`src/rtl/id_pipe_pkg.sv`:
```
// Shared decode constants, ALU encodings and the instruction decode function
// used by the registered decode stage.
package id_pipe_pkg;

    localparam logic [5:0] OP_SPECIAL = 6'b000000;
    localparam logic [5:0] OP_ANDI    = 6'b001100;
    localparam logic [5:0] OP_ORI     = 6'b001101;
    localparam logic [5:0] OP_XORI    = 6'b001110;
    localparam logic [5:0] OP_LUI     = 6'b001111;
    localparam logic [5:0] OP_PREF    = 6'b110011;

    localparam logic [5:0] FN_SLL  = 6'b000000;
    localparam logic [5:0] FN_SRL  = 6'b000010;
    localparam logic [5:0] FN_SRA  = 6'b000011;
    localparam logic [5:0] FN_SLLV = 6'b000100;
    localparam logic [5:0] FN_SRLV = 6'b000110;
    localparam logic [5:0] FN_SRAV = 6'b000111;
    localparam logic [5:0] FN_SYNC = 6'b001111;
    localparam logic [5:0] FN_AND  = 6'b100100;
    localparam logic [5:0] FN_OR   = 6'b100101;
    localparam logic [5:0] FN_XOR  = 6'b100110;
    localparam logic [5:0] FN_NOR  = 6'b100111;

    localparam logic [4:0] NOP_REG_ADDR = 5'd0;

    typedef enum logic [7:0] {
        ALU_NOP = 8'b0000_0000,
        ALU_SRL = 8'b0000_0010,
        ALU_SRA = 8'b0000_0011,
        ALU_AND = 8'b0010_0100,
        ALU_OR  = 8'b0010_0101,
        ALU_XOR = 8'b0010_0110,
        ALU_NOR = 8'b0010_0111,
        ALU_SLL = 8'b0111_1100
    } aluop_e;

    typedef enum logic [2:0] {
        SEL_NOP   = 3'b000,
        SEL_LOGIC = 3'b001,
        SEL_SHIFT = 3'b010
    } alusel_e;

    typedef struct packed {
        logic        re1;
        logic        re2;
        logic [4:0]  ra1;
        logic [4:0]  ra2;
        logic [4:0]  wd;
        logic        wreg;
        aluop_e      aluop;
        alusel_e     alusel;
        logic [31:0] imm1;
        logic [31:0] imm2;
        logic        illegal;
    } dec_t;

    function automatic dec_t id_decode(input logic [31:0] inst);
        dec_t d;
        logic rrr, shi, imm, lui, nop;
        d   = '0;
        rrr = 1'b0;
        shi = 1'b0;
        imm = 1'b0;
        lui = 1'b0;
        nop = 1'b0;
        if (inst[31:26] == OP_SPECIAL && inst[10:6] == 5'd0) begin
            case (inst[5:0])
                FN_AND:  begin d.aluop = ALU_AND; d.alusel = SEL_LOGIC; rrr = 1'b1; end
                FN_OR:   begin d.aluop = ALU_OR;  d.alusel = SEL_LOGIC; rrr = 1'b1; end
                FN_XOR:  begin d.aluop = ALU_XOR; d.alusel = SEL_LOGIC; rrr = 1'b1; end
                FN_NOR:  begin d.aluop = ALU_NOR; d.alusel = SEL_LOGIC; rrr = 1'b1; end
                FN_SLLV: begin d.aluop = ALU_SLL; d.alusel = SEL_SHIFT; rrr = 1'b1; end
                FN_SRLV: begin d.aluop = ALU_SRL; d.alusel = SEL_SHIFT; rrr = 1'b1; end
                FN_SRAV: begin d.aluop = ALU_SRA; d.alusel = SEL_SHIFT; rrr = 1'b1; end
                FN_SYNC: nop = 1'b1;
                default: ;
            endcase
        end
        // Immediate-shift forms require the rs field to be zero as well.
        if (inst[31:21] == 11'd0) begin
            case (inst[5:0])
                FN_SLL:  begin d.aluop = ALU_SLL; d.alusel = SEL_SHIFT; shi = 1'b1; end
                FN_SRL:  begin d.aluop = ALU_SRL; d.alusel = SEL_SHIFT; shi = 1'b1; end
                FN_SRA:  begin d.aluop = ALU_SRA; d.alusel = SEL_SHIFT; shi = 1'b1; end
                default: ;
            endcase
        end
        case (inst[31:26])
            OP_ORI:  begin d.aluop = ALU_OR;  d.alusel = SEL_LOGIC; imm = 1'b1; end
            OP_ANDI: begin d.aluop = ALU_AND; d.alusel = SEL_LOGIC; imm = 1'b1; end
            OP_XORI: begin d.aluop = ALU_XOR; d.alusel = SEL_LOGIC; imm = 1'b1; end
            OP_LUI:  begin d.aluop = ALU_OR;  d.alusel = SEL_LOGIC; lui = 1'b1; end
            OP_PREF: nop = 1'b1;
            default: ;
        endcase
        if (rrr) begin
            d.re1 = 1'b1; d.ra1 = inst[25:21];
            d.re2 = 1'b1; d.ra2 = inst[20:16];
            d.wd  = inst[15:11]; d.wreg = 1'b1;
        end
        if (shi) begin
            d.imm1 = {27'd0, inst[10:6]};
            d.re2  = 1'b1; d.ra2 = inst[20:16];
            d.wd   = inst[15:11]; d.wreg = 1'b1;
        end
        if (imm) begin
            d.re1  = 1'b1; d.ra1 = inst[25:21];
            d.imm2 = {16'd0, inst[15:0]};
            d.wd   = inst[20:16]; d.wreg = 1'b1;
        end
        if (lui) begin
            d.imm2 = {inst[15:0], 16'h0000};
            d.wd   = inst[20:16]; d.wreg = 1'b1;
        end
        d.illegal = !(rrr || shi || imm || lui || nop);
        if (d.wd == NOP_REG_ADDR) d.wreg = 1'b0;
        return d;
    endfunction

endpackage

```
`src/rtl/id_pipe_opnd_sel.sv`:
```
// Operand resolver: priority forwarding mux over NUM_FWD sources (index 0
// youngest) with detection of a pending (not-yet-available) selected source.
module id_opnd_sel #(
    parameter int NUM_FWD = 2,
    parameter int DATA_W  = 32,
    parameter int REG_AW  = 5
) (
    input  logic                      re_i,
    input  logic [REG_AW-1:0]         addr_i,
    input  logic [DATA_W-1:0]         rf_data_i,
    input  logic [DATA_W-1:0]         imm_i,
    input  logic [NUM_FWD-1:0]        fwd_wreg_i,
    input  logic [NUM_FWD*REG_AW-1:0] fwd_wd_i,
    input  logic [NUM_FWD*DATA_W-1:0] fwd_wdata_i,
    input  logic [NUM_FWD-1:0]        fwd_pending_i,
    output logic [DATA_W-1:0]         data_o,
    output logic                      pend_o
);

    always_comb begin
        data_o = imm_i;
        pend_o = 1'b0;
        if (re_i) begin
            if (addr_i == '0) begin
                data_o = '0;
            end else begin
                data_o = rf_data_i;
                // Walk oldest to youngest so the lowest matching index wins.
                for (int i = NUM_FWD - 1; i >= 0; i--) begin
                    if (fwd_wreg_i[i] && fwd_wd_i[i*REG_AW +: REG_AW] == addr_i) begin
                        data_o = fwd_wdata_i[i*DATA_W +: DATA_W];
                        pend_o = fwd_pending_i[i];
                    end
                end
            end
        end
    end

endmodule

```
`src/rtl/id_pipe.sv`:
```
// Registered decode stage: D register with decode and operand forwarding,
// load-use interlock, and a handshaked E register feeding EX.
module id_pipe
    import id_pipe_pkg::*;
#(
    parameter int DATA_W   = 32,
    parameter int ADDR_W   = 32,
    parameter int REG_AW   = 5,
    parameter int NUM_FWD  = 2,
    parameter int ALUOP_W  = 8,
    parameter int ALUSEL_W = 3,
    parameter int STALL_CW = 16
) (
    input  logic                      clk,
    input  logic                      rst,
    input  logic                      in_valid,
    output logic                      in_ready,
    input  logic [ADDR_W-1:0]         pc_i,
    input  logic [31:0]               inst_i,
    output logic                      reg1_read_o,
    output logic                      reg2_read_o,
    output logic [REG_AW-1:0]         reg1_addr_o,
    output logic [REG_AW-1:0]         reg2_addr_o,
    input  logic [DATA_W-1:0]         reg1_data_i,
    input  logic [DATA_W-1:0]         reg2_data_i,
    input  logic [NUM_FWD-1:0]        fwd_wreg_i,
    input  logic [NUM_FWD*REG_AW-1:0] fwd_wd_i,
    input  logic [NUM_FWD*DATA_W-1:0] fwd_wdata_i,
    input  logic [NUM_FWD-1:0]        fwd_pending_i,
    input  logic                      flush_i,
    output logic                      out_valid,
    input  logic                      out_ready,
    output logic [ADDR_W-1:0]         pc_o,
    output logic [ALUOP_W-1:0]        aluop_o,
    output logic [ALUSEL_W-1:0]       alusel_o,
    output logic [DATA_W-1:0]         reg1_o,
    output logic [DATA_W-1:0]         reg2_o,
    output logic [REG_AW-1:0]         wd_o,
    output logic                      wreg_o,
    output logic                      illegal_o,
    output logic [STALL_CW-1:0]       stall_cnt_o
);

    logic                d_valid_q, d_valid_d;
    logic [ADDR_W-1:0]   d_pc_q, d_pc_d;
    logic [31:0]         d_inst_q, d_inst_d;

    logic                e_valid_q, e_valid_d;
    logic [ADDR_W-1:0]   e_pc_q, e_pc_d;
    logic [ALUOP_W-1:0]  e_aluop_q, e_aluop_d;
    logic [ALUSEL_W-1:0] e_alusel_q, e_alusel_d;
    logic [DATA_W-1:0]   e_reg1_q, e_reg1_d;
    logic [DATA_W-1:0]   e_reg2_q, e_reg2_d;
    logic [REG_AW-1:0]   e_wd_q, e_wd_d;
    logic                e_wreg_q, e_wreg_d;
    logic                e_illegal_q, e_illegal_d;
    logic [STALL_CW-1:0] stall_q, stall_d;

    dec_t                dec;
    logic [DATA_W-1:0]   opnd1, opnd2;
    logic                pend1, pend2;
    logic                hazard, d_adv;

    assign dec = id_decode(d_inst_q);

    // Read ports are only live while D holds an instruction.
    assign reg1_read_o = d_valid_q && dec.re1;
    assign reg2_read_o = d_valid_q && dec.re2;
    assign reg1_addr_o = d_valid_q ? REG_AW'(dec.ra1) : '0;
    assign reg2_addr_o = d_valid_q ? REG_AW'(dec.ra2) : '0;

    id_opnd_sel #(.NUM_FWD(NUM_FWD), .DATA_W(DATA_W), .REG_AW(REG_AW)) u_opnd1 (
        .re_i          (reg1_read_o),
        .addr_i        (reg1_addr_o),
        .rf_data_i     (reg1_data_i),
        .imm_i         (DATA_W'(dec.imm1)),
        .fwd_wreg_i    (fwd_wreg_i),
        .fwd_wd_i      (fwd_wd_i),
        .fwd_wdata_i   (fwd_wdata_i),
        .fwd_pending_i (fwd_pending_i),
        .data_o        (opnd1),
        .pend_o        (pend1)
    );

    id_opnd_sel #(.NUM_FWD(NUM_FWD), .DATA_W(DATA_W), .REG_AW(REG_AW)) u_opnd2 (
        .re_i          (reg2_read_o),
        .addr_i        (reg2_addr_o),
        .rf_data_i     (reg2_data_i),
        .imm_i         (DATA_W'(dec.imm2)),
        .fwd_wreg_i    (fwd_wreg_i),
        .fwd_wd_i      (fwd_wd_i),
        .fwd_wdata_i   (fwd_wdata_i),
        .fwd_pending_i (fwd_pending_i),
        .data_o        (opnd2),
        .pend_o        (pend2)
    );

    assign hazard   = pend1 || pend2;
    assign d_adv    = d_valid_q && !hazard && (!e_valid_q || out_ready);
    assign in_ready = !d_valid_q || d_adv;

    always_comb begin
        d_valid_d   = d_valid_q;
        d_pc_d      = d_pc_q;
        d_inst_d    = d_inst_q;
        e_valid_d   = e_valid_q;
        e_pc_d      = e_pc_q;
        e_aluop_d   = e_aluop_q;
        e_alusel_d  = e_alusel_q;
        e_reg1_d    = e_reg1_q;
        e_reg2_d    = e_reg2_q;
        e_wd_d      = e_wd_q;
        e_wreg_d    = e_wreg_q;
        e_illegal_d = e_illegal_q;
        stall_d     = stall_q;

        if (d_adv) d_valid_d = 1'b0;
        if (in_valid && in_ready) begin
            d_valid_d = 1'b1;
            d_pc_d    = pc_i;
            d_inst_d  = inst_i;
        end

        if (d_adv) begin
            e_valid_d   = 1'b1;
            e_pc_d      = d_pc_q;
            e_aluop_d   = ALUOP_W'(dec.aluop);
            e_alusel_d  = ALUSEL_W'(dec.alusel);
            e_reg1_d    = opnd1;
            e_reg2_d    = opnd2;
            e_wd_d      = REG_AW'(dec.wd);
            e_wreg_d    = dec.wreg;
            e_illegal_d = dec.illegal;
        end else if (out_ready) begin
            e_valid_d = 1'b0;
        end

        // Flush drops both stages but leaves the stall statistic intact.
        if (flush_i) begin
            d_valid_d = 1'b0;
            e_valid_d = 1'b0;
        end

        if (d_valid_q && hazard && stall_q != '1) stall_d = stall_q + 1'b1;
    end

    always_ff @(posedge clk) begin
        if (!rst) begin
            d_valid_q   <= 1'b0;
            d_pc_q      <= '0;
            d_inst_q    <= '0;
            e_valid_q   <= 1'b0;
            e_pc_q      <= '0;
            e_aluop_q   <= ALUOP_W'(ALU_NOP);
            e_alusel_q  <= ALUSEL_W'(SEL_NOP);
            e_reg1_q    <= '0;
            e_reg2_q    <= '0;
            e_wd_q      <= '0;
            e_wreg_q    <= 1'b0;
            e_illegal_q <= 1'b0;
            stall_q     <= '0;
        end else begin
            d_valid_q   <= d_valid_d;
            d_pc_q      <= d_pc_d;
            d_inst_q    <= d_inst_d;
            e_valid_q   <= e_valid_d;
            e_pc_q      <= e_pc_d;
            e_aluop_q   <= e_aluop_d;
            e_alusel_q  <= e_alusel_d;
            e_reg1_q    <= e_reg1_d;
            e_reg2_q    <= e_reg2_d;
            e_wd_q      <= e_wd_d;
            e_wreg_q    <= e_wreg_d;
            e_illegal_q <= e_illegal_d;
            stall_q     <= stall_d;
        end
    end

    assign out_valid   = e_valid_q;
    assign pc_o        = e_pc_q;
    assign aluop_o     = e_aluop_q;
    assign alusel_o    = e_alusel_q;
    assign reg1_o      = e_reg1_q;
    assign reg2_o      = e_reg2_q;
    assign wd_o        = e_wd_q;
    assign wreg_o      = e_wreg_q;
    assign illegal_o   = e_illegal_q;
    assign stall_cnt_o = stall_q;

endmodule
```
`config.mk`:
```
export PLATFORM = sky130hd
export DESIGN_NAME = id_pipe
export DESIGN_NICKNAME = d
export VERILOG_FILES = /design/src/rtl/id_pipe_pkg.sv /design/src/rtl/id_pipe_opnd_sel.sv /design/src/rtl/id_pipe.sv
export SDC_FILE = /design/constraint.sdc
export NUM_CORES = 1
export LEC_CHECK = 0
export CAP_MARGIN = 15
export CORE_MARGIN = 3
export CORE_UTILIZATION = 45
export DETAILED_ROUTE_END_ITERATION = 7
export HOLD_SLACK_MARGIN = 0.12
export PLACE_DENSITY = 0.86
export SLEW_MARGIN = 5
export SYNTH_ARGS = -nofsm -noshare
export SYNTH_HDL_FRONTEND = slang
export SYNTH_SLANG_ARGS = --single-unit
export TNS_END_PERCENT = 30
```
`constraint.sdc`:
```
create_clock -name clk -period 4.53 [get_ports clk]
set_input_delay 0.6795 -clock clk [delete_from_list [all_inputs] [get_ports clk]]
set_output_delay 0.6795 -clock clk [all_outputs]
set_load 0.03 [all_outputs]
```
==> metrics.md, run 1 <==
| Metric | Value |
|---|---|
| I/O pins | 355 |
| Detailed-route DRC error count | 0 |
| Core box area | about 20000 um2 |
| Ratio of cells with drive above 1 in the final layout | 0.0867 |
| Total number of vias | between 9000 and 10000 |
| Met3 wire length | a little under 3000 um |
| Clock skew | 0.0136 ns |
| Gpl congestion | 0.935 |
| Maximum buffer depth of the clock tree | 2 |
| CTS tree | built |
| Worst setup path class | flip-flop to output pin |
| Sinks on Clock Net | 191 |
| Fmax | 232 MHz |
| Post-Synth Simple-Gate Area | 0.197 |
| Area delta synth->final | 47.3% |
| Port bufs | 352 |
| Slew headroom | 0.305 |
| Critical Path AT | 3.63 ns |
| Nature of the critical path endpoint | output pin |
| Register area share after synthesis | 0.412 |
| Complex-gate fraction of the synthesized area | 0.241 |
| Post-layout instance count excluding filler cells | 1707 |
| Worst skew pair latency | 0.43 ns |
| Die Area | between 20000 and 25000 um2 |
| Setup Total Neg Slack | 0 ns |
| Crit-path max cell delay | about 0.64 ns |
| Seq cells post-synth | 191 |
| Yosys cell types | 62 |
| PwrDens | 286 nW/um2 |
| EDFF count, synth | 0 |
| Nets@finish | 1640 |
| Final setup viols | 0 |
| Hold Crit Class | flip-flop to flip-flop |
| Antenna violations before repair | 2 |
| Die H | between 100 and 150 um |
| Gate Count Post-Synth | 1131 |
| Cell mode on critical path | buf_4 |
| Clock Tree Root | clkbuf_16 |
| Vias per cell | 5.85 |
| Post-route clock period utilization | 0.952 |
| CTS H-tree depth | 4 |
| Required @ worst endpoint | 3.85 ns |
| Ys flop type | dfxtp_1 |
| LEAKAGE | 4.66 nW |
| Design area | 13700 um2 |
| Post-DP HPWL | around 25000 um |
| DP Area | about 13000 um2 |
| WL met1 | 13800 um |
| Max Slew Vio Count | 0 |
| Mux contribution to synthesized area | 0.0819 |
| CTS Buf Count | 17 |
| Final period demand of the worst path | 4.31 ns |
| Outcome | finished clean |
| Crit path max fanout | 5 |
| Worst Max-Slew Pin Slew | roughly 1.0 ns |
| Vias in the first global route | 9417 |
| Wire per inst | 20.0 um |
| Top sig layer | met5 |
| Post-Synth Adder-Cell Area | 0.00135 |
| Met2 routed wirelength | between 15000 and 20000 um |
| Initial DRT Pass Iterations | 8 |
| Setup crit start kind | flip-flop |
| Final Hold Viols | 0 |
| First-pass GRT wire length | 51600 um |
| Starting Density | 0.468 |
| Mapped Area | 9290 um2 |
| Final WL | 34200 um |
| Largest net degree at the start of global routing | around 130 |
| Width of the die | ~150 um |
| Worst-path clk slew | 0.08 ns |
| RSZ-0062 raised after global routing | no |
| Grt ovf | 0 |
| MaxCap Viol Count | 0 |
| Slowest cell on the critical path | nor4_1 |
| Post-synthesis xor/xnor area fraction | 0.0123 |
| Row count | 51 |
| Largest family of logic cells by synthesized area | compound AO/OA/AOI/OAI gates |
| Ys Warns | 0 |
| GRT Total Usage | 0.293 |
| Mapped Avg Cell Area | ~8 um2 |
| Routed Antenna Nets | 0 |
| Async SR Flop Fraction | 0 |
| DP Cell Count | 1669 |
| Worst path cell trace | or4_4 -> a2111oi_4 -> buf_4 -> buf_4 -> a21oi_1 -> nor4_1 -> o22ai_2 -> nor4_2 -> or4_4 -> nand2_1 -> buf_4 |
| Maximum VDD drop | 0.244 mV |
| Drt initial violations | 899 |
==> through the flow <==
| step | hold slack [ns] | utilization | total power, mW | setup slack [ns] |
|---|---|---|---|---|
| after global routing | 0.466 | 0.689 | 4.05 | 0.0554 |
| after CTS | 0.453 | 0.686 | 3.92 | 0.00125 |
| after detailed placement | 0.442 | 0.657 | 2.49 | 0.290 |
| after floorplan | 0.429 | - | 2.13 | 0.479 |
| final | 0.451 | 0.689 | 3.91 | 0.217 |
| after global placement | 0.436 | 0.657 | 2.48 | 0.344 |
==> power by group <==
part | internal, mW | leakage, nW | switching, mW
sequential | 1.75 | 1.56 | 0.0658
combinational | 0.320 | 2.83 | 0.330
clock | 0.741 | 0.269 | 0.704
total | 2.81 | 4.66 | 1.10
==> synth_stat cells, types with 9 or more instances <==
cell      number  area [um2]
nand2_1      194         728
dfxtp_1      191        3820
o21ai_0      125         626
a21oi_1       86         430
nand3_1       77         385
clkbuf_1      75         282
mux2i_1       40         400
a222oi_1      32         320
mux2_2        32         360
nor2_1        29         109
a32o_1        27         270
buf_2         17        85.1
nand2b_1      15        93.8
buf_1         13        48.8
nor3_1        13        65.1
nor4_1        11        68.8
a22oi_1        9        67.6
and3_1         9        56.3
or4_1          9        67.6
==> sequential cells by signal, indices dropped and copies added (netlist names) <==
| signal | flops |
|---|---|
| d_inst_q | 32 |
| stall_cnt_o | 16 |
| wd_o | 5 |
| wreg_o | 1 |
| reg2_o | 32 |
| d_pc_q | 32 |
| pc_o | 32 |
| d_valid_q | 1 |
| illegal_o | 1 |
| alusel_o | 2 |
| aluop_o | 4 |
| out_valid | 1 |
| reg1_o | 32 |
==> placed cells by master, fill, tap and decap left out, types with 17 or more instances in the layout <==
master,count
a21oi_1,85
a222oi_1,32
a32o_1,27
buf_4,34
clkbuf_16,17
clkdlybuf4s50_1,350
dfxtp_1,191
mux2_2,32
mux2i_1,40
nand2_1,194
nand3_1,77
nor2_1,28
o21ai_0,124
==> cells by family (layout without fill, tap and decap cells) <==
group                      Yosys count  after routing
adders and majority gates            1              1
xor gates and xnor gates            13             13
buffers and inverters              121            430
other                                1              3
muxes                               72             72
DFF                                191            191
AOI/OAI and AO/OA                  343            343
and+or+nand+nor                    389            389
==> routing by layer <==
layer  track usage  up-vias
li1              -     4748
met1         0.377     4682
met2         0.471      484
met3        0.0745       77
met4         0.120        2
met5             0        -
==> worst max-delay path, delay by kind of cell, from the launching register on <==
family,cells,cell delay (ns)
flops,1,0.39
buf+inv,3,0.49
simple gates,5,1.78
compound gates,3,0.55
==> what timing repair did <==
action / 4_1_cts / 5_1_grt
pin swaps: 1 / 0
gates cloned: 0 / 0
hold buffers: 0 / 0
hold endpoints to repair: 0 / 0
gates resized for setup: 0 / 8
endpoints found under the setup margin: 1 / 1
buffers inserted: 2 / 1
==> cell type report <==
| class | instances | area (um2) |
|---|---|---|
| Fill cell | 1584 | 6160 |
| Tap cell | 265 | 332 |
| Timing Repair Buffer | 390 | 3870 |
| Clock buffer | 19 | 443 |
| Sequential cell | 191 | 3820 |
| Multi-Input combinational cell | 820 | 5050 |
| Antenna cell | 1 | 2.50 |
| Clock inverter | 13 | 125 |
| Inverter | 8 | 32.5 |
==> final timing paths <==
| kind | from | end | slack, ns | cells after the start |
|---|---|---|---|---|
| max | d_inst_q[8] | in_ready | 0.22 | 11 |
| min | d_pc_q[21] | pc_o[21] | 0.45 | 2 |
| max reg2reg | d_inst_q[8] | stall_cnt_o[8] | 0.63 | 13 |
| min reg2reg | d_pc_q[21] | pc_o[21] | 0.45 | 2 |
No activity file was read; power rests on OpenSTA's default activity.
==> inputs of run 2 (changes only) <==
Settings changed: GPL_ROUTABILITY_DRIVEN set to 0, SLEW_MARGIN 5 to 30.
==> run 2 against run 1 <==
- the flow now finishes with violations (design-rule violations)
- critical path depth unchanged
- sequential power about the same
- clock power up 4%
- first-iteration DRC count up 8.5%
- sequential cell count unchanged
- sequential share of layout area about the same
- wire length up 2.1%
- combinational power up 1%
- total power up 1.7%
- critical endpoint unchanged
- largest cell class unchanged
==> metrics.md, run 2 (same netlist as run 1, synthesis figures left out) <==
| Metric | Value |
|---|---|
| Setup Total Neg Slack | 0 ns (unchanged) |
| R2r worst-path depth | 13 (unchanged) |
| Worst setup path class | flip-flop to output pin |
| Area of the multi-input gates | 5040 um2 (-0.35%) |
| Final Hold Viols | 0 (unchanged) |
| Vias per cell | 5.94 (+1.4%) |
| Slew headroom | 0.497 (+0.192) |
| Clock Tree Root | clkbuf_16 |
| Crit-path max cell delay | 0.59 ns (-0.05 ns) |
| Hold Crit Class | flip-flop to flip-flop |
| Nets@finish | 1641 (+0.061%) |
| Required @ worst endpoint | 3.85 ns (about the same) |
| CTS Buf Count | 17 (unchanged) |
| I/O pins | 355 (unchanged) |
| Starting Density | 0.468 (unchanged) |
| Total number of vias | 10100 (+1.4%) |
| Grt ovf | 0 (unchanged) |
| Worst-path clk slew | 0.07 ns (about the same) |
| Hold Path End | d_pc_q[29] |
| Critical R2R Launch | d_inst_q[6] |
| Core Util, Final | 0.689 (about the same) |
| Clock skew | 0.0175 ns (+0.00381 ns) |
| Hold Slack | 0.450 ns (-0.00110 ns) |
| Setup crit start kind | flip-flop |
| Min-delay src | d_pc_q[29] |
| Row count | 51 (unchanged) |
| Max Slew Vio Count | 0 (unchanged) |
| RSZ-0062 raised after global routing | no |
| Final Power | 3.98 mW (+1.7%) |
| Crit path max fanout | 8 (+3) |
| Worst skew pair latency | 0.43 ns (about the same) |
| Failing checks | design-rule violations |
| Maximum buffer depth of the clock tree | 2 (unchanged) |
| Largest net degree at the start of global routing | 129 (unchanged) |
| Wire per inst | 20.5 um (+2.1%) |
| DP Area | 13000 um2 (about the same) |
| Worst path cell trace | or4_1 -> a2111oi_4 -> buf_4 -> buf_4 -> a21oi_1 -> nor4_1 -> o22ai_1 -> nor4_2 -> or4_4 -> nand2_1 -> buf_4 |
| Detailed-route DRC error count | 3 (+3) |
| LEAKAGE | 4.66 nW (about the same) |
| Worst Max-Slew Pin Slew | 0.755 ns (-0.288 ns) |
| Post-DP HPWL | 25500 um (+1.7%) |
| Antenna violations before repair | 3 (+1) |
| Design area | 13700 um2 (about the same) |
| Ratio of cells with drive above 1 in the final layout | 0.0861 (-0.000694) |
| CTS tree | built |
| Nature of the critical path endpoint | output pin |
| Hold Path Depth | 2 (unchanged) |
| Final setup viols | 0 (unchanged) |
| Outcome | complete, but fails checks |
| Critical Path AT | 3.65 ns (+0.02 ns) |
| Area delta synth->final | 47.2% (about the same) |
| Reg-to-Reg End | reg1_o[13] |
| Fill cells | 1603 (+1.2%) |
| Fmax | 231 MHz (-0.48%) |
| Delay-heaviest family, CP | simple AND/OR/NAND/NOR gates |
| Final WL | 34900 um (+2.1%) |
| Sinks on Clock Net | 191 (unchanged) |
| WP buf/inv | 3 (unchanged) |
| Most frequent cells in the layout | clkdlybuf4s50_1, nand2_1, dfxtp_1 |
| First-pass GRT wire length | 52900 um (+2.5%) |
| Commonest non-fill, non-tap cell in the layout | clkdlybuf4s50_1 |
| Core box area | 19800 um2 (unchanged) |
| GRT Total Usage | 0.300 (+0.00717) |
| Slowest cell on the critical path | or4_1 |
| Vias in the first global route | 9523 (+1.1%) |
| MaxCap Viol Count | 0 (unchanged) |
| Post-route clock period utilization | 0.957 (+0.00459) |
| Final period demand of the worst path | 4.33 ns (+0.0208 ns) |
| R2R Setup Slk | 0.55 ns (-0.08 ns) |
| Port bufs | 352 (unchanged) |
| Width of the die | 150 um (unchanged) |
| PwrDens | 291 nW/um2 (+1.8%) |
| Maximum VDD drop | 0.239 mV (-1.7%) |
| Cell mode on critical path | buf_4 |
| Die H | 150 um (unchanged) |
| Die Area | 22400 um2 (unchanged) |
| CTS H-tree depth | 4 (unchanged) |
| Reg area | 3820 um2 (unchanged) |
| Initial DRT Pass Iterations | 8 (unchanged) |
| Drt initial violations | 975 (+8.5%) |
| Routed Antenna Nets | 0 (unchanged) |
-- run 2: changes by cell type in the layout (fill, tap and decap cells not counted), sizes merged --
cell,change
bufinv,+2
clkbuf,-2
clkinv,-2
buf,+1
inv,+1
-- run 2: final cells by class --
class | instances | share of cell area
tap | 265 | 0.0243
clock buffer | 17 | 0.0311
timing repair buffer | 391 | 0.283
clock inverter | 14 | 0.0114
inverter | 8 | 0.00220
sequential | 191 | 0.280
antenna | 1 | 0.000183
multi-input combinational | 820 | 0.368
-- run 2: worst register-to-register path: stages (launching register included) --
cell and delay [ns]:
dfxtp_1 0.31, or4_1 0.59, a2111oi_4 0.34, buf_4 0.20, a22oi_2 0.12, inv_2 0.18
buf_4 0.15, nand3_1 0.09, a21oi_1 0.26, and4_2 0.77, buf_4 0.29, mux2i_1 0.22
o21ai_0 0.10, a32o_1 0.24
-- run 2: worst max-delay path by stage --
stage                 from       end  cells after the start
2_1_floorplan  d_inst_q[3]  in_ready                     14
3_3_place_gp   fwd_wd_i[0]  in_ready                      8
3_5_place_dp   fwd_wd_i[0]  in_ready                      8
4_1_cts        d_inst_q[7]  in_ready                     10
5_1_grt        d_inst_q[6]  in_ready                     11
6_report       d_inst_q[6]  in_ready                     11
-- run 2: power by group --
group	switching, mW	internal, mW	leakage [nW]
Combinational	0.339	0.319	2.82
Clock	0.687	0.823	0.279
Sequential	0.0603	1.75	1.56
-- run 2: timing repair --
| item | in CTS | in global routing |
|---|---|---|
| pin swaps | 1 | 0 |
| hold buffers | 0 | 0 |
| setup endpoints to repair | 1 | 1 |
| gates resized for setup | 0 | 3 |
| buffers inserted | 4 | 0 |
| gates cloned | 0 | 0 |
-- run 2: per-stage QoR --
stage          std cells  setup slack (ns)
2_1_floorplan       1132             0.479
3_3_place_gp        1671             0.280
3_5_place_dp        1671             0.244
4_1_cts             1706           0.00912
5_1_grt             1707            0.0176
6_report            1707             0.196
-- run 2: routing by layer --
metal / wire length (um) / global-route usage / share of wire / vias to the layer above
li1: - / - / - / 4738
met1: 14000 / 0.384 / 0.40 / 4790
met2: 16700 / 0.492 / 0.48 / 513
met3: 2860 / 0.0733 / 0.082 / 87
met4: 1320 / 0.112 / 0.038 / 4
met5: 27 / 0 / 0.00077 / -
==> inputs of run 3 (changes only) <==
Settings changed: TNS_END_PERCENT 30 to 10.
==> results of run 3 <==
Final layout, timing and power as in run 2 (identical DEF).
